<file path="src/rtl/div_ctrl.sv">
// Sequencing controller for the execute-stage iterative 32-bit divider.
// Restoring shift-subtract with sign fix-up, signed and unsigned, en/done handshake.
module div_ctrl #(
  parameter int WIDTH = 32,
  parameter int ITER  = 32
) (
  input  logic             clk,
  input  logic             rst,
  input  logic             is_flush,
  input  logic             is_stall,
  input  logic             en,
  input  logic             is_signed,
  input  logic [WIDTH-1:0] dividend,
  input  logic [WIDTH-1:0] divisor,
  output logic [WIDTH-1:0] quotient,
  output logic [WIDTH-1:0] remainder,
  output logic             done,
  output logic             busy
);

  localparam int CW = $clog2(ITER);

  localparam logic [1:0] S_IDLE  = 2'd0;
  localparam logic [1:0] S_RUN   = 2'd1;
  localparam logic [1:0] S_FIXUP = 2'd2;
  localparam logic [1:0] S_DONE  = 2'd3;

  logic [1:0]       state_q, state_d;
  logic [WIDTH-1:0] dvd_q, dvd_d;
  logic [WIDTH-1:0] dvs_q, dvs_d;
  // Bit 32 of the partial remainder is provably zero after every step, so only 32 bits are kept.
  logic [WIDTH-1:0] rem_q, rem_d;
  logic [CW-1:0]    cnt_q, cnt_d;
  logic             qNeg_q, qNeg_d;
  logic             rNeg_q, rNeg_d;
  logic [WIDTH-1:0] quot_q, quot_d;
  logic [WIDTH-1:0] remOut_q, remOut_d;
  logic [WIDTH:0]   trial;

  always_comb begin
    state_d  = state_q;
    dvd_d    = dvd_q;
    dvs_d    = dvs_q;
    rem_d    = rem_q;
    cnt_d    = cnt_q;
    qNeg_d   = qNeg_q;
    rNeg_d   = rNeg_q;
    quot_d   = quot_q;
    remOut_d = remOut_q;
    trial    = {rem_q, dvd_q[WIDTH-1]} - {1'b0, dvs_q};

    // Flush wins over a same-cycle start and over leaving DONE.
    if (is_flush) begin
      state_d = S_IDLE;
    end else begin
      case (state_q)
        S_IDLE: begin
          if (en) begin
            if (divisor == '0) begin
              quot_d   = '1;
              remOut_d = dividend;
              state_d  = S_DONE;
            end else begin
              dvd_d   = (is_signed && dividend[WIDTH-1]) ? -dividend : dividend;
              dvs_d   = (is_signed && divisor[WIDTH-1])  ? -divisor  : divisor;
              qNeg_d  = is_signed & (dividend[WIDTH-1] ^ divisor[WIDTH-1]);
              rNeg_d  = is_signed & dividend[WIDTH-1];
              rem_d   = '0;
              cnt_d   = CW'(ITER - 1);
              state_d = S_RUN;
            end
          end
        end
        S_RUN: begin
          rem_d = trial[WIDTH] ? {rem_q[WIDTH-2:0], dvd_q[WIDTH-1]} : trial[WIDTH-1:0];
          dvd_d = {dvd_q[WIDTH-2:0], ~trial[WIDTH]};
          if (cnt_q == '0) begin
            state_d = S_FIXUP;
          end else begin
            cnt_d = cnt_q - CW'(1);
          end
        end
        S_FIXUP: begin
          quot_d   = qNeg_q ? -dvd_q : dvd_q;
          remOut_d = rNeg_q ? -rem_q : rem_q;
          state_d  = S_DONE;
        end
        S_DONE: begin
          if (!is_stall) begin
            state_d = S_IDLE;
          end
        end
        default: state_d = S_IDLE;
      endcase
    end
  end

  always_ff @(posedge clk) begin
    if (rst) begin
      state_q  <= S_IDLE;
      dvd_q    <= '0;
      dvs_q    <= '0;
      rem_q    <= '0;
      cnt_q    <= '0;
      qNeg_q   <= 1'b0;
      rNeg_q   <= 1'b0;
      quot_q   <= '0;
      remOut_q <= '0;
    end else begin
      state_q  <= state_d;
      dvd_q    <= dvd_d;
      dvs_q    <= dvs_d;
      rem_q    <= rem_d;
      cnt_q    <= cnt_d;
      qNeg_q   <= qNeg_d;
      rNeg_q   <= rNeg_d;
      quot_q   <= quot_d;
      remOut_q <= remOut_d;
    end
  end

  assign quotient  = quot_q;
  assign remainder = remOut_q;
  assign done      = (state_q == S_DONE);
  assign busy      = (state_q == S_RUN) || (state_q == S_FIXUP);

endmodule

</file>
<file path="config.mk">
export PLATFORM = sky130hd
export DESIGN_NAME = div_ctrl
export DESIGN_NICKNAME = d
export VERILOG_FILES = /design/src/rtl/div_ctrl.sv
export SDC_FILE = /design/constraint.sdc
export NUM_CORES = 1
export LEC_CHECK = 0
export CORE_MARGIN = 2
export CORE_UTILIZATION = 50
export CTS_BUF_LIST = sky130_fd_sc_hd__clkbuf_4 sky130_fd_sc_hd__clkbuf_8
export DETAILED_ROUTE_END_ITERATION = 8
export PLACE_DENSITY = 0.73
export SLEW_MARGIN = 20
export SYNTH_ARGS = -nofsm -noshare
export SYNTH_HDL_FRONTEND = slang
export SYNTH_SLANG_ARGS = --single-unit
</file>
<file path="constraint.sdc">
create_clock -name clk -period 4.59 [get_ports clk]
set_input_delay 0.6885 -clock clk [delete_from_list [all_inputs] [get_ports clk]]
set_output_delay 0.6885 -clock clk [all_outputs]
set_load 0.05 [all_outputs]
</file>
## After elaboration in Yosys (flattened, before gate mapping)

Index checks and enable logic that the tools add are counted.

- Word-level logic and storage cells: 70
- Flip-flop bits (word level): 169
- Output and inout bits: 66
- Input port bits: 70

- Bitwise logic cells: 6
- Add/subtract/negate cells: 6
- Eq/ne operators: 9
- Multiplexer cells: 26
- Reductions and logical operators: 14

Operators with widths:

| cell | number |
|---|---|
| 32-bit 2-to-1 mux | 13 |
| 32-bit one-hot mux with 2 select lines | 4 |
| 32-bit negation | 4 |
| 33-bit by 32-bit subtractor with 33-bit output | 1 |
| 32-bit logical NOT | 1 |
| 5-bit 2-to-1 mux | 3 |
| 2-bit inequality test, second input constant | 6 |
| 4-bit AND reduction | 3 |
| 5-bit one-hot mux with 2 select lines | 1 |
| 2-bit 2-to-1 mux | 4 |
| 2-bit one-hot mux with 4 select lines | 1 |
| 5-bit logical NOT | 1 |
| 5-bit AND reduction | 1 |
| 5-bit by 1-bit subtractor with 5-bit output, second input constant | 1 |
| 2-bit equality test, second input constant | 2 |
| 2-bit nonzero test | 2 |
| 1-bit inverter | 3 |
| 3-bit AND reduction | 1 |
| 1-bit AND | 2 |
| 2-bit by 1-bit equality test with 1-bit output, second input constant | 1 |
| 1-bit logical AND | 2 |
| 2-bit logical NOT | 1 |
| 2-bit OR reduction | 1 |
| 1-bit logical OR | 1 |
| 1-bit bitwise XOR | 1 |

## Depth between registers and ports, before layout

Gate-level depths: netlist of run 1.

- Depth in word-level cells: 5
- Mapped depth: 13
- Mapped depth without buffers: 11

## Worst setup path before layout of run 1

No wires, ideal clock.

- Path kind: flip-flop to flip-flop
- From: reg dvd_q[31]
- To: reg rem_q[27]
- Slack: 1.527 ns
- Data required time: 4.515 ns
- Setup time: 0.075 ns
- Clock period less this slack: 3.063 ns
- Buffers on the path: 1
- Stages on the path, launching flop included: 13
- Data arrival time: 2.988 ns
- Path through: dfxtp_1 inv_1 ha_1 fa_1 nand2b_1 a21oi_1 o21ai_0 a31oi_2 a211oi_1 xnor2_1 clkbuf_1 o2111ai_1 o21ai_0

- Cells in the longest elaborated chain, start to end: 3

Ends and longest elaborated chain:

| element | line | RTL |
|---|---|---|
| from (decl) | 29 | `logic [WIDTH-1:0] dvd_q, dvd_d;` |
| from (signal assigned) | 111 | `dvd_q <= dvd_d;` |
| 33-bit by 32-bit subtractor with 33-bit output | 50 | `trial = {rem_q, dvd_q[WIDTH-1]} - {1'b0, dvs_q};` |
| 32-bit 2-to-1 mux | 75 | `rem_d = trial[WIDTH] ? {rem_q[WIDTH-2:0], dvd_q[WIDTH-1]} : trial[WIDTH-1:0];` |
| 32-bit one-hot mux with 2 select lines | 56 | `case (state_q)` |
| to (signal assigned) | 113 | `rem_q <= rem_d;` |
| to (decl) | 32 | `logic [WIDTH-1:0] rem_q, rem_d;` |

Every way passes these cells.
A chain may end at the register's enable or synchronous reset.

## Worst setup path after layout of run 1

- From: in divisor[18]
- To: reg remOut_q[10], in the netlist remainder[10]

- Cells in the longest elaborated chain, start to end: 3

Ends and longest elaborated chain:

| element | line | RTL |
|---|---|---|
| from (decl) | 14 | `input logic [WIDTH-1:0] divisor,` |
| 32-bit logical NOT | 59 | `if (divisor == '0) begin` |
| 2-bit inequality test (no line) | n/a |  |
| 4-bit AND reduction (no line) | n/a |  |
| to (signal assigned) | 118 | `remOut_q <= remOut_d;` |
| to (decl) | 37 | `logic [WIDTH-1:0] remOut_q, remOut_d;` |

Every way passes these cells.

==> metrics.md, run 1 <==
| Metric | Value |
|---|---|
| # clock sinks | about 170 |
| Total number of vias | around 11,000 |
| Drt total wl | approximately 31 mm |
| Post-layout util | 0.5976 |
| Most frequent CP cell | a21oi_1 |
| Ys flop type | dfxtp_1 |
| Routability Congestion | 0.9051 |
| DPL Wire Length | 23.86 mm |
| Worst min path class | flop to flop |
| Cell Rows | 54 |
| WP data required | 4.99 ns |
| Layout cell share with drive strength beyond 1 | 0.04898 |
| CP Launch Type | input port |
| Die Y | ~150 µm |
| Final setup fails | 0 |
| Max H-tree Level | 4 |
| Worst setup margin | just under 1 ns |
| CP arrival | 4.02 ns |
| Iter 0 DRT Violations | between 700 and 800 |
| Hold Path Depth | 2 |
| Post-synthesis sequential area ratio | 0.3023 |
| Pre-CTS setup slack | 0.5351 ns |
| Fill count | approximately 2,100 |
| Setup TNS | 0 ns |
| Status | finished clean |
| Drt pass-1 iters | 5 |
| Hold_sp | remainder[1] |
| Synth area leaders | dfxtp_1 30%, xnor2_1 6.9%, nor2_1 6.5% |
| Total Nets Final | about 1,700 |
| Net Count, Synth | between 1,500 and 2,000 |
| CP endpoint kind | flop |
| Largest net degree at the start of global routing | 81 |
| Rel. slew slack | 0.3053 |
| Final min period | 3.620 ns |
| Register area | 0.003385 mm² |
| Number of synthesized flops with an enable pin | 0 |
| CP peak stage delay | 0.58 ns |
| Crit path max-delay family | simple AND/OR/NAND/NOR gates |
| Asr flop ratio synth | 0 |
| Post-CTS Resized | 0 |
| Register bit total from synthesis | 169 |
| Vias in the first global route | 10,070 |
| Clk_skew | 0.01761 ns |
| DR DRC count | 0 |
| Synth area leader | dfxtp_1 |
| Total leakage power | 4.967 nW |
| Max VDD drop | 0.1868 mV |
| Critical-path top delay cell | or4_1 |
| R2R Path End | dvd_q[0] |
| Multi-input gate area | 0.007167 mm² |
| Via density | 5.883 |
| Mapped Cells | 1,485 |
| Slew of the pin with the lowest slew margin | approximately 1.0 ns |
| Hold Violations, Final | 0 |
| Worst Path Class, Setup | input port to flop |
| Final Max Tran Viols | 0 |
| Die ar. | 0.02360 mm² |
| Initial antenna violation count | 0 |
| IO buf count | 135 |
| CP Cell Sequence | clkdlybuf4s50_1 -> or4_1 -> nor4_1 -> nand4_1 -> a21oi_1 -> and2_2 -> buf_12 -> o211ai_1 -> a21oi_1 |
| Yosys top cell area share | 0.3023 |
| Detail Route Antenna Nets | 0 |
| FF-to-FF setup slack | 1.11 ns |
| RSZ-0062 raised after global routing | false |
| Total congestion overflow | 0 |
| CTS tree | built |
| CTS buffer count | 17 |
| Netlist Area Pre-Place | 0.01119 mm² |
| Yosys warns | 0 |
| First-pass GRT wire length | 51.32 mm |
| CTS clock-pin slew for the worst setup and hold paths | roughly 0.10 ns |
| Clk Latency, worst-skew pair | 0.48 ns |
| Boundary Pins | 136 |
| Pwr/cell area | ~280 mW/mm² |
| Cts hold-fix bufs | 0 |
| Fin crit share | 0.7886 |
| Cells on worst reg2reg path | 13 |
| Max clock buf depth | 2 |
| WP buf/inv | 2 |
| Crit Reg-Reg Startpoint | dvd_q[31] |
| Core Region | 0.02189 mm² |
| Total Routing Usage GR | 0.2625 |
| Max cap viols | 0 |
| Syn-to-layout area delta | 16.88% |
| Die width | 153.6 µm |
| Ant diodes | 0 |
| Crit path max fanout | 27 |
| Root buffer cell | clkbuf_8 |
| Peak Freq | 276.3 MHz |
| Wire length per cell | between 15 and 20 µm |
| Starting Density | 0.5113 |
| Hold worst-path end | remainder[1] |
| Per-instance average area after synthesis | 7.538 µm² |
| Synth cell types | 70 |
| # Post-CTS Setup Buffers | 0 |
==> cell families after synthesis <==
logic type | synth area share
AO/OA/AOI/OAI | 0.2464
XOR/XNOR | 0.1127
adder cells (fa/ha/maj) | 0.04874
buffers and inverters | 0.05936
flip-flops | 0.3023
multiplexers | 0.004471
AND/OR/NAND/NOR | 0.2261
==> tightest hold or removal path, stage by stage, from the launching register on <==
cell	delay (ns)
dfxtp_1	0.32
nand2_1	0.05
a21oi_1	0.05
==> metrics by stage <==
stage | power [mW] | cell area, µm² | hold WS [ns] | std cells
final | 3.631 | 13080 | 0.4629 | 1852
after global placement | 2.418 | 12630 | 0.4428 | 1820
after floorplan | 2.178 | 11190 | 0.4319 | 1485
after global routing | 3.810 | 13080 | 0.4883 | 1852
after CTS | 3.643 | 13080 | 0.4642 | 1852
after detailed placement | 2.430 | 12630 | 0.4494 | 1820
==> how the worst max path moves through the flow <==
stage,startpoint,endpoint,slack [ns],cells past startpoint
4_1_cts,divisor[18],remainder[10],1.03,9
6_report,divisor[18],remainder[10],0.97,9
3_3_place_gp,divisor[18],remainder[0],0.64,9
3_5_place_dp,divisor[18],remainder[10],0.54,9
5_1_grt,divisor[18],remainder[10],0.71,9
2_1_floorplan,dvd_q[31],rem_q[27],1.53,12
==> metal layers <==
metal  wire length [µm]  GRT usage
met5                  0          0
met4               1084     0.1075
met3               1419    0.03072
met2              14980     0.4470
met1              13780     0.3382
==> synth_stat cells, types with 14 or more instances <==
| cell type | number |
|---|---|
| nor2_1 | 195 |
| dfxtp_1 | 169 |
| nand2_1 | 155 |
| a21oi_1 | 113 |
| xnor2_1 | 88 |
| clkbuf_1 | 80 |
| nand3_1 | 69 |
| inv_1 | 63 |
| o21ai_0 | 62 |
| xor2_1 | 56 |
| a211oi_1 | 53 |
| ha_1 | 42 |
| nor3_1 | 33 |
| o31ai_1 | 30 |
| o22ai_1 | 26 |
| nand2b_1 | 19 |
| o211ai_1 | 19 |
| or4_1 | 19 |
| a21o_1 | 15 |
| a221oi_1 | 14 |
==> registers in the layout (all words and copies together), names as in the netlist <==
name,count
quotient,32
rem_q,32
remainder,32
qNeg_q,1
dvs_q,32
dvd_q,32
cnt_q,5
state_q,2
rNeg_q,1
==> area by class of cell <==
type / instances / share of cell area
multi-input cells: 1156 / 0.5478
flip-flops and latches: 169 / 0.2587
repair buffers: 152 / 0.1138
well taps: 280 / 0.02678
clock buffers: 18 / 0.01894
inverters: 63 / 0.01808
clock inverters: 14 / 0.01588
==> cell usage in the layout, fill, tap and decap left out, types with 41 or more instances in the layout <==
cell type	synthesis	final
ha_1	42	41
inv_1	63	63
a21oi_1	113	113
a211oi_1	53	53
dfxtp_1	169	168
xnor2_1	88	87
o21ai_0	62	62
clkdlybuf4s50_1	0	134
xor2_1	56	55
nor2_1	195	194
nand2_1	155	155
nand3_1	69	69
==> where the power goes <==
part           switching, mW  total, mW  internal [mW]
sequential            0.0593       1.59           1.53
combinational          0.487      0.815          0.329
clock                  0.606       1.23          0.623
No activity file was read; power rests on OpenSTA's default activity.
==> run 2: changes to the inputs <==
PLACE_DENSITY = 0.76   (was 0.73)
clock period = 3.1 ns   (was 4.59 ns; I/O delays follow)
==> metrics.md, run 2 (synthesis gave the netlist of run 1 again) <==
| Metric | Value |
|---|---|
| Max H-tree Level | 4 (unchanged) |
| CTS clock-pin slew for the worst setup and hold paths | 0.10 ns (about the same) |
| Crit path max-delay family | simple AND/OR/NAND/NOR gates |
| Fin crit share | 0.9700 |
| Die ar. | 0.02360 mm² (unchanged) |
| Total number of vias | 11,430 (+4.9%) |
| Final setup fails | 0 (unchanged) |
| Via density | 5.779 (-1.8%) |
| Total Routing Usage GR | 0.2681 (+0.005642) |
| IO buf count | 135 (unchanged) |
| CP peak stage delay | 0.54 ns (-0.04 ns) |
| # clock sinks | 169 (unchanged) |
| Final hold slack | 0.4513 ns (-0.01163 ns) |
| CP endpoint kind | flop |
| Fill count | 1,872 (-10%) |
| Peak Freq | 332.6 MHz |
| WP data required | 3.45 ns (-1.54 ns) |
| Layout cell share with drive strength beyond 1 | 0.1219 (+0.07293) |
| Worst Path Class, Setup | flop to flop |
| Worst setup margin | 0.09296 ns (-0.8773 ns) |
| Clk Latency, worst-skew pair | 0.47 ns (about the same) |
| DPL Wire Length | 24.67 mm (+3.4%) |
| Syn-to-layout area delta | 26.67% |
| Wire length per cell | 16.33 µm (-3.2%) |
| Pwr/cell area | 369.9 mW/mm² (+33%) |
| Die width | 153.6 µm (unchanged) |
| Iter 0 DRT Violations | 802 (+12%) |
| Cell Rows | 54 (unchanged) |
| WP buf/inv | 1 (-1) |
| Most frequent CP cell | or4_4 |
| Pre-CTS setup slack | -0.1639 ns (-0.6990 ns) |
| Total Nets Final | 1,798 (+7.5%) |
| RSZ-0062 raised after global routing | true |
| Root buffer cell | clkbuf_8 |
| Starting Density | 0.5113 (unchanged) |
| Slew of the pin with the lowest slew margin | 0.7881 ns (-0.2526 ns) |
| Detail Route Antenna Nets | 0 (unchanged) |
| DR DRC count | 0 (unchanged) |
| Total leakage power | 5.621 nW (+13%) |
| Critical-path top delay cell | or4_4 |
| CP Launch Type | flop |
| Final min period | 3.007 ns |
| Placed Area | 0.01370 mm² (+8.5%) |
| First-pass GRT wire length | 52.45 mm (+2.2%) |
| Largest net degree at the start of global routing | 94 (+16%) |
| Max cap viols | 0 (unchanged) |
| Max VDD drop | 0.2187 mV (+17%) |
| Design area | 0.01418 mm² (+8.4%) |
| Ant diodes | 0 (unchanged) |
| FF-to-FF setup slack | 0.09 ns (-1.02 ns) |
| Most frequent cells in the layout | 194 x nor2_1, 168 x dfxtp_1, 155 x nand2_1 |
| Rel. slew slack | 0.4727 (+0.1674) |
| Boundary Pins | 136 (unchanged) |
| Status | finished clean |
| CTS buffer count | 17 (unchanged) |
| Total congestion overflow | 0 (unchanged) |
| CP arrival | 3.36 ns (-0.66 ns) |
| Hold Violations, Final | 0 (unchanged) |
| Crit path max fanout | 5 (-81%) |
| Final Max Tran Viols | 0 (unchanged) |
| Vias in the first global route | 10,840 (+7.6%) |
| Drt pass-1 iters | 7 (+2) |
| Setup TNS | 0 ns (unchanged) |
| Worst min path class | input port to flop |
| Core Region | 0.02189 mm² (unchanged) |
| Drt total wl | 32.31 mm (+3.3%) |
| Clk_skew | 0.01444 ns (-0.003176 ns) |
| Initial antenna violation count | 0 (unchanged) |
| Leading cell type in the layout, fill and taps excluded | nor2_1 |
| Routability Congestion | 0.8941 (-1.2%) |
| Max clock buf depth | 2 (unchanged) |
| Die Y | 153.6 µm (unchanged) |
| CTS tree | built |
| CP Cell Sequence | or4_4 -> or4_4 -> buf_6 -> or4_4 -> o41a_1 -> xnor2_2 -> a211oi_2 -> a21oi_1 -> nor2_1 |
-- run 2: changes by cell type in the layout (fill, tap and decap cells not counted), sizes merged --
cell and delta:
clkbuf +2, inv -5, buf +125, clkinvlp +1, clkinv +5, bufinv -3
or4 +1
-- run 2: worst reg2reg max path: cells and delay by family, from the launching register on --
kind	cells	cell delay, ns
compound gates	3	0.72
xor+xnor	1	0.17
buf+inv	1	0.14
flops	1	0.32
simple gates	4	1.56
-- run 2: metrics by stage --
step                      power [mW]  std cells  utilization
after floorplan                3.225       1485            -
after global placement         3.672       1943       0.6258
after detailed placement       3.694       1943       0.6258
after CTS                      5.249       1975       0.6442
after global routing           5.497       1978       0.6477
final                          5.245       1978       0.6477
-- run 2: path summary, 6_finish.rpt --
path	start	end	cells after the start
worst min-delay path	rst	quotient[0]	2
worst max register to register	rem_q[5]	remainder[30]	9
worst min register to register	remainder[5]	remainder[5]	2
worst max-delay path	rem_q[5]	remainder[30]	9
-- run 2: what timing repair did --
item	in CTS	in global routing
setup endpoints to repair	1	31
hold buffers	0	0
pin swaps	0	6
buffers inserted	0	2
gates resized for setup	1	11
cloned	0	1
hold endpoints to repair	0	0
-- run 2: per-layer routing --
| metal | routed length, µm | up-vias | GRT usage |
|---|---|---|---|
| met1 | 13880 | 5250 | 0.3312 |
| li1 | - | 5732 | - |
| met4 | 848 | 0 | 0.09349 |
| met3 | 1762 | 58 | 0.03749 |
| met2 | 15820 | 390 | 0.4770 |
| met5 | 0 | - | 0 |
-- run 2: cell type report --
type / count / area, µm² / area share
Clock buffer: 20 / 275.3 / 0.01941
Timing Repair Buffer: 277 / 2585 / 0.1823
Sequential cell: 169 / 3385 / 0.2387
Inverter: 63 / 236.5 / 0.01668
Multi-Input combinational cell: 1157 / 7231 / 0.5100
Clock inverter: 12 / 116.4 / 0.008207
Tap cell: 280 / 350.3 / 0.02471
-- run 2: power breakdown --
part	internal [mW]	leakage (nW)	switching, mW
Sequential	2.26	1.37	0.0809
Combinational	0.567	4.05	0.760
Clock	0.707	0.196	0.869
Total	3.54	5.62	1.71
==> run 3: changes to the inputs <==
CORE_UTILIZATION = 40   (was 50)
PLACE_DENSITY = default   (was 0.76)
TNS_END_PERCENT = 5   (was default)
==> metrics.md, run 3 (synthesis gave the netlist of run 1 again) <==
| Metric | Value |
|---|---|
| Total leakage power | 5.663 nW (+0.75%) |
| Die width | 171.3 µm (+11%) |
| Via density | 5.395 (-6.6%) |
| Most frequent CP cell | or4_4 |
| CTS clock-pin slew for the worst setup and hold paths | 0.10 ns (about the same) |
| CP endpoint kind | flop |
| Cells on worst reg2reg path | 9 (unchanged) |
| Hold Path Depth | 2 (unchanged) |
| Pwr/cell area | 365.6 mW/mm² (-1.2%) |
| Critical-path top delay cell | or4_4 |
| Final hold slack | 0.4582 ns (+0.006889 ns) |
| Cell Rows | 61 (+13%) |
| Syn-to-layout area delta | 28.30% |
| CTS tree | built |
| Max cap viols | 0 (unchanged) |
| Most frequent cells in the layout | 194 x nor2_1, 169 x dfxtp_1, 155 x nand2_1 |
| Max VDD drop | 0.2637 mV (+21%) |
| Iter 0 DRT Violations | 775 (-3.4%) |
| Starting Density | 0.4040 (-0.1073) |
| Crit path max fanout | 10 (+5) |
| CP Cell Sequence | or4_4 -> or4_4 -> buf_4 -> or4_4 -> o41a_1 -> xnor2_2 -> a211oi_1 -> a21oi_1 -> nor2_1 |
| CP arrival | 3.41 ns (+0.05 ns) |
| Worst Path Class, Setup | flop to flop |
| Initial antenna violation count | 0 (unchanged) |
| Routability Congestion | 0.9449 (+5.7%) |
| First-pass GRT wire length | 53.88 mm (+2.7%) |
| Fin crit share | 0.9731 (+0.003118) |
| Drt pass-1 iters | 5 (-2) |
| Status | finished clean |
| Total Nets Final | 1,813 (+0.83%) |
| Detail Route Antenna Nets | 0 (unchanged) |
| Core Region | 0.02771 mm² (+27%) |
| Max clock buf depth | 2 (unchanged) |
| CTS buffer count | 17 (unchanged) |
| Final setup fails | 0 (unchanged) |
| Final Max Tran Viols | 0 (unchanged) |
| Rel. slew slack | 0.5427 (+0.06998) |
| Cts hold-fix bufs | 0 (unchanged) |
| RSZ-0062 raised after global routing | true |
| Largest net degree at the start of global routing | 97 (+3.2%) |
| R2R Path End | remainder[30] |
| Peak Freq | 331.5 MHz (-0.32%) |
| Total congestion overflow | 0 (unchanged) |
| Total Routing Usage GR | 0.2286 (-0.03953) |
| Post-Layout Cell Count | 2,091 (+5.7%) |
| Max H-tree Level | 4 (unchanged) |
| Leading cell type in the layout, fill and taps excluded | nor2_1 |
| Clk_skew | 0.01803 ns (+0.003591 ns) |
| Drt total wl | 33.31 mm (+3.1%) |
| Crit path max-delay family | simple AND/OR/NAND/NOR gates |
| # clock sinks | 169 (unchanged) |
| Hold_sp | remainder[8] |
| Wire length per cell | 15.93 µm (-2.5%) |
| DR DRC count | 0 (unchanged) |
| # Post-CTS Setup Buffers | 0 (unchanged) |
| Placed cells | 2,059 (+6.0%) |
| Crit path from | rem_q[6] |
| IO buf count | 135 (unchanged) |
| DPL Wire Length | 25.95 mm (+5.2%) |
| Root buffer cell | clkbuf_8 |
| Die Y | 171.3 µm (+11%) |
| Slew of the pin with the lowest slew margin | 0.6835 ns (-0.1046 ns) |
| Hold worst-path end | remainder[8] |
| Die ar. | 0.02934 mm² (+24%) |
| Layout cell share with drive strength beyond 1 | 0.1319 (+0.01002) |
| Ant diodes | 0 (unchanged) |
| FF-to-FF setup slack | 0.08 ns (about the same) |
| Worst min path class | flop to flop |
| WP data required | 3.50 ns (+0.05 ns) |
| Crit Reg-Reg Startpoint | rem_q[6] |
| WP buf/inv | 1 (unchanged) |
| Final min period | 3.017 ns (+0.009666 ns) |
| CP Launch Type | flop |
| Vias in the first global route | 10,520 (-2.9%) |
| Hold Violations, Final | 0 (unchanged) |
| CP peak stage delay | 0.53 ns (about the same) |
| Boundary Pins | 136 (unchanged) |
| Clk Latency, worst-skew pair | 0.46 ns (about the same) |
| Total number of vias | 11,280 (-1.3%) |
==> run 3: cell types whose count changed in the layout (fill, tap and decap cells not counted), sizes merged <==
cell,before,now
buf,143,159
clkbuf,20,23
clkinv,7,2
clkinvlp,2,4
or4,23,22
==> run 3: routing by layer <==
metal  wire length [µm]  up-vias  GRT usage
met2              15860      285     0.3939
met3               1195       51    0.02715
met5                  0        -          0
met1              15380     5184     0.2952
met4                866        0    0.07922
li1                   -     5761          -
==> run 3: how the worst max path moves through the flow <==
stage	to	slack, ns	cells past startpoint
finish	remainder[30]	0.08	9
global route	remainder[30]	-0.03	9
CTS	rem_q[13]	0.03	13
detailed placement	dvd_q[24]	-0.24	11
global placement	dvd_q[24]	-0.20	11
floorplan	rem_q[27]	0.04	12
==> run 3: what timing repair did <==
item / in CTS / in global routing
cloned: 0 / 0
resized for setup: 1 / 9
pin swaps: 0 / 3
endpoints found under the setup margin: 6 / 21
==> run 3: report_power, final <==
group	total (mW)	internal, mW	switching, mW
registers	2.34	2.26	0.0780
clock network	1.57	0.719	0.849
logic	1.34	0.578	0.765
==> run 3: final cells by class <==
class	count	area [µm²]
fill	2682	13340
multi-input combinational	1156	7213
sequential	169	3383
timing repair buffer	293	2673
tap	378	473.0
clock buffer	23	291.5
inverter	63	236.5
clock inverter	9	91.34
==> run 3: stage by stage <==
step           instance area (µm²)   TNS, ns  utilization  total power, mW  worst slack (ns)
2_1_floorplan                11190         0            -            3.225           0.03715
5_1_grt                      14360  -0.04489       0.5184            5.535          -0.03174
3_3_place_gp                 13930    -5.280       0.5029            3.708           -0.2025
4_1_cts                      14320         0       0.5167            5.272           0.02799
6_report                     14360         0       0.5184            5.251           0.08329
3_5_place_dp                 13930    -9.106       0.5029            3.720           -0.2440
==> run 3: tightest hold or removal path, cell delays in order, from the launching register on <==
cell and delay, ns:
dfxtp_1 0.32, nand2_1 0.05, a21oi_1 0.05
==> patch 1: new RTL, flow settings as in run 3 <==
`ITER`: 32 -> 64.
--- a/src/rtl/div_ctrl.sv
+++ b/src/rtl/div_ctrl.sv
@@ -4,3 +4,3 @@
   parameter int WIDTH = 32,
-  parameter int ITER  = 32
+  parameter int ITER  = 64
 ) (
Check against the original RTL: no difference found for any inputs over 4 cycles, from zero or initial values and one cycle with rst high; that may be too few to reach the edited logic, so the function may still have changed.
==> patch 1 against run 3 <==
Hold slack improved by 0.0040 ns; synthesized area barely moved; non-clock buffer count fell by 2; power rose by 3.7%; sequential cell count rose by 1; wire length rose by 4.3%; first-iteration DRC count rose by 9.4%; worst setup slack improved by 0.044 ns; design area rose by 1.2%; largest power group unchanged.
==> patch 1: results (changes against run 3) <==
- The placed instance count is 2,046 (-0.63%).
- The wire length after detailed routing is 34,700 um (+4.3%).
- The standby leakage power is 5.60 nW (-1.1%).
- The final-layout worst hold slack is 0.462 ns (+0.00401 ns).
- The peak fanout along the critical path came to 5 (-5).
- The mean post-synth cell area was 7.62 um2 (+1.1%).
- The fraction of the core area covered by cells at the end of the flow is 0.526 (+0.00782).
- The routed metal-1 wirelength is 16,400 um (+6.6%).
- The flow ran to the end, and the final reports show no timing, DRC or antenna violations.
- The number of nets produced by synthesis came to 1,581 (-1.1%).
- The fraction of layout instances using a drive strength above 1 is 0.143 (+0.0111).
- The initial DRC count came to 848 (+9.4%).
- The met3 demand-to-capacity share in global routing was 0.0308 (+0.00368).
- In this run the worst setup path terminates at remainder[23]$_SDFFE_PP0P_.
- The setup clock skew after layout was 0.0231 ns (+0.00511 ns).
- The critical path arrival came to 3.31 ns (-0.10 ns).
- The detailed placement HPWL is 26,500 um (+2.0%).
- The number of logic inverters in the finished layout is 57 (-9.5%).
- The routed length per instance is 16.7 um (+4.7%).
- The post-synthesis cell type count is 67 (-4.3%).
- The origin of the worst min-delay path is remainder[2]$_SDFFE_PP0P_.
- The number of global-route vias before repair is 10,243 (-2.6%).
- The clock buffer count is 17 (-26%).
- The via density per instance is 5.32 (-1.3%).
- The non-clock buffer instance count of the final layout is 291 (-0.68%).
- The total met2 wirelength after detailed routing is 15,800 um (-0.43%).
- The startpoint of the lowest-slack register-to-register path is rem_q[3]$_SDFFE_PP0P_.
- The total global routing track utilization came to 0.235 (+0.00687).
- The time the final worst path needs with I/O delays and setup came to 2.97 ns (-0.0437 ns).
==> patch 1: timing repair <==
item,4_1_cts,5_1_grt
pin swaps,1,11
cloned,0,4
buffers inserted,0,2
resized for setup,2,23
endpoints found under the setup margin,15,47
==> patch 1: cells by family after synthesis <==
family / synth area share
mux: 0.0198
flops: 0.304
simple gates: 0.193
xor+xnor: 0.113
compound gates: 0.266
buf+inv: 0.0554
fa+ha+maj: 0.0488
==> patch 1: power by group <==
group	internal (W)	switching, W
sequential	0.00226	0.0000700
clock	0.000701	0.00102
combinational	0.000606	0.000781
==> patch 1: worst reg2reg max path, stage by stage, from the launching register on <==
cell and delay [ns]:
dfxtp_1 0.36, buf_4 0.16, or4_1 0.44, or4_4 0.46, or3_1 0.41, or2_4 0.28, o31ai_2 0.20, xor2_1 0.23
a211oi_1 0.10, a21oi_1 0.15, nor2_1 0.05
==> patch 2: new RTL, flow settings as in run 3 <==
Made on the original files. Add an input register stage for `dividend`, cleared by the reset; this delays it by one clock. The other inputs are not delayed to match.
--- a/src/rtl/div_ctrl.sv
+++ b/src/rtl/div_ctrl.sv
@@ -26,2 +26,12 @@
   localparam logic [1:0] S_DONE  = 2'd3;
+
+  logic [WIDTH-1:0] dividend_q;
+
+  always_ff @(posedge clk) begin
+    if (rst) begin
+      dividend_q <= '0;
+    end else begin
+      dividend_q <= dividend;
+    end
+  end
 
@@ -60,9 +70,9 @@
               quot_d   = '1;
-              remOut_d = dividend;
+              remOut_d = dividend_q;
               state_d  = S_DONE;
             end else begin
-              dvd_d   = (is_signed && dividend[WIDTH-1]) ? -dividend : dividend;
+              dvd_d   = (is_signed && dividend_q[WIDTH-1]) ? -dividend_q : dividend_q;
               dvs_d   = (is_signed && divisor[WIDTH-1])  ? -divisor  : divisor;
-              qNeg_d  = is_signed & (dividend[WIDTH-1] ^ divisor[WIDTH-1]);
-              rNeg_d  = is_signed & dividend[WIDTH-1];
+              qNeg_d  = is_signed & (dividend_q[WIDTH-1] ^ divisor[WIDTH-1]);
+              rNeg_d  = is_signed & dividend_q[WIDTH-1];
               rem_d   = '0;
Behaviour: not the same (Yosys sat finds a counterexample within 4 cycles, from zero or initial values and one cycle with rst high).
==> patch 2 against run 3 <==
Worst setup slack got worse by 0.049 ns; design area rose by 11%; maximum frequency fell by 1.6%; power rose by 32%; count of clock-buffer cells in the layout rose by 29; non-clock buffer count fell by 1; synthesized area rose by 7.8%; wire length rose by 12%; global-route usage rose by 0.35 points; sequential cell count rose by 32; critical path depth rose by 6; via count rose by 4.9%.
==> patch 2: results (changes against run 3) <==
- The share of the yosys chip area belonging to registers is 0.334 (+0.0312).
- The internal power of the cells came to 0.00492 W (+38%).
- The end of the worst register-to-register path is rem_q[0]$_SDFFE_PP0P_.
- The tightest min-delay check is of the in -> reg type.
- The initial DRC count is 781 (+0.77%).
- The placed instance count is 2,135 (+3.7%).
- The startpoint of the lowest-slack register-to-register path is dvs_q[11]$_SDFFE_PP0P_.
- The count of mapped cells out of synthesis was 1,555 (+4.7%).
- After synthesis, the cell types taking the most area are dfxtp_1 (33%), nand2_1 (7.2%), a21oi_1 (5.3%).
- The pin count of the biggest net entering global routing was 72 (-26%).
- The max-slew headroom at the worst pin is 0.382 (-0.161).
- The endpoint with the worst hold slack is dvs_q[0]$_SDFFE_PP0P_.
- The number of cells in the finished layout apart from fillers is 2,206 (+5.5%).
- The critical path arrival is 3.48 ns (+0.07 ns).
- The post-synthesis cell type count is 63 (-10%).
- By count the netlist is led by nand2_1 (233), dfxtp_1 (201), nor2_1 (140).
- The placed standard-cell area is 0.0149 mm2 (+7.1%).
- The total global routing track utilization is 0.232 (+0.00346).
- The via count is 11,838 (+4.9%).
- The CTS H-tree depth was 2 (-2).
- The peak fanout along the critical path is 7 (-3).
- The number of nets produced by synthesis came to 1,668 (+4.4%).
- The detailed placement HPWL came to 28,300 um (+9.1%).
- The number of global-route vias before repair was 11,052 (+5.1%).
- The wire length after detailed routing was 37,400 um (+12%).
- The internal reg-to-reg setup slack is 0.03 ns (-0.05 ns).
- The number of buffers on the longest clock path is 3 (+1).
- The flow ran to the end, and the final reports show no timing, DRC or antenna violations.
- The depth of the worst register-to-register path was 15 (+6).
[patch 2: through the flow]
step | total power (W) | hold slack, ns
global route | 0.00726 | 0.390
floorplan | 0.00363 | 0.432
CTS | 0.00697 | 0.357
global placement | 0.00412 | 0.444
detailed placement | 0.00412 | 0.451
finish | 0.00693 | 0.378
[patch 2: final cells by class]
type,count,area (um2),area share
clock inverter,12,143,0.00895
multi-input combinational,1193,7570,0.475
sequential,201,4020,0.252
timing repair buffer,292,2800,0.176
clock buffer,52,666,0.0418
inverter,66,248,0.0155
tap,390,488,0.0306
[patch 2: metal layers]
metal | wire (um) | GRT usage | vias up
met5 | 0 | 0 | -
met4 | 1230 | 0.0881 | 0
met3 | 1830 | 0.0334 | 74
met2 | 17800 | 0.393 | 326
met1 | 16600 | 0.297 | 5483
li1 | - | - | 5955
[patch 2: repair_timing]
| item | 4_1_cts | 5_1_grt |
|---|---|---|
| gates resized for setup | 6 | 22 |
| pin swaps | 4 | 12 |
| setup buffers | 2 | 3 |
| gates cloned | 0 | 2 |
| setup endpoints to repair | 33 | 59 |
[patch 2: cell families after synthesis]
group	count (synthesis)	synth area share
muxes	35	0.0290
DFF	201	0.334
AOI/OAI and AO/OA	428	0.227
adders and majority gates	43	0.0452
buffers and inverters	161	0.0506
xor gates and xnor gates	143	0.104
and+or+nand+nor	544	0.210
[patch 2: power by group through the flow]
| stage | sequential [W] | combinational [W] | clock [W] |
|---|---|---|---|
| after floorplan | 0.00282 | 0.000810 | 0 |
| after global placement | 0.00282 | 0.00129 | 0 |
| after detailed placement | 0.00282 | 0.00130 | 0 |
| after CTS | 0.00277 | 0.00132 | 0.00287 |
| after global routing | 0.00278 | 0.00149 | 0.00299 |
| final | 0.00277 | 0.00135 | 0.00281 |
[patch 2: how the worst max path moves through the flow]
stage	startpoint	to	slack, ns
after floorplan	rem_q[5]$_SDFFE_PP0P_	rem_q[10]$_SDFFE_PP0P_	-0.006
after global placement	divisor[19]	remainder[18]$_SDFFE_PP0P_	-0.41
after detailed placement	divisor[19]	remainder[1]$_SDFFE_PP0P_	-0.43
after CTS	rem_q[10]$_SDFFE_PP0P_	remainder[29]$_SDFFE_PP0P_	0.009
after global routing	dvd_q[31]$_SDFFE_PP0P_	rem_q[25]$_SDFFE_PP0P_	-0.09
final	dvs_q[11]$_SDFFE_PP0P_	rem_q[0]$_SDFFE_PP0P_	0.03
[patch 2: worst max-delay path, stage by stage (launching register included)]
cell	delay [ns]
dfxtp_1	0.35
inv_1	0.09
ha_1	0.31
a21o_1	0.20
nor2_1	0.15
nand4_1	0.18
a221oi_2	0.33
buf_4	0.17
nor3_4	0.04
a311oi_2	0.26
buf_4	0.17
xnor2_4	0.12
buf_12	0.16
clkbuf_16	0.16
mux2i_1	0.07
a22o_1	0.19
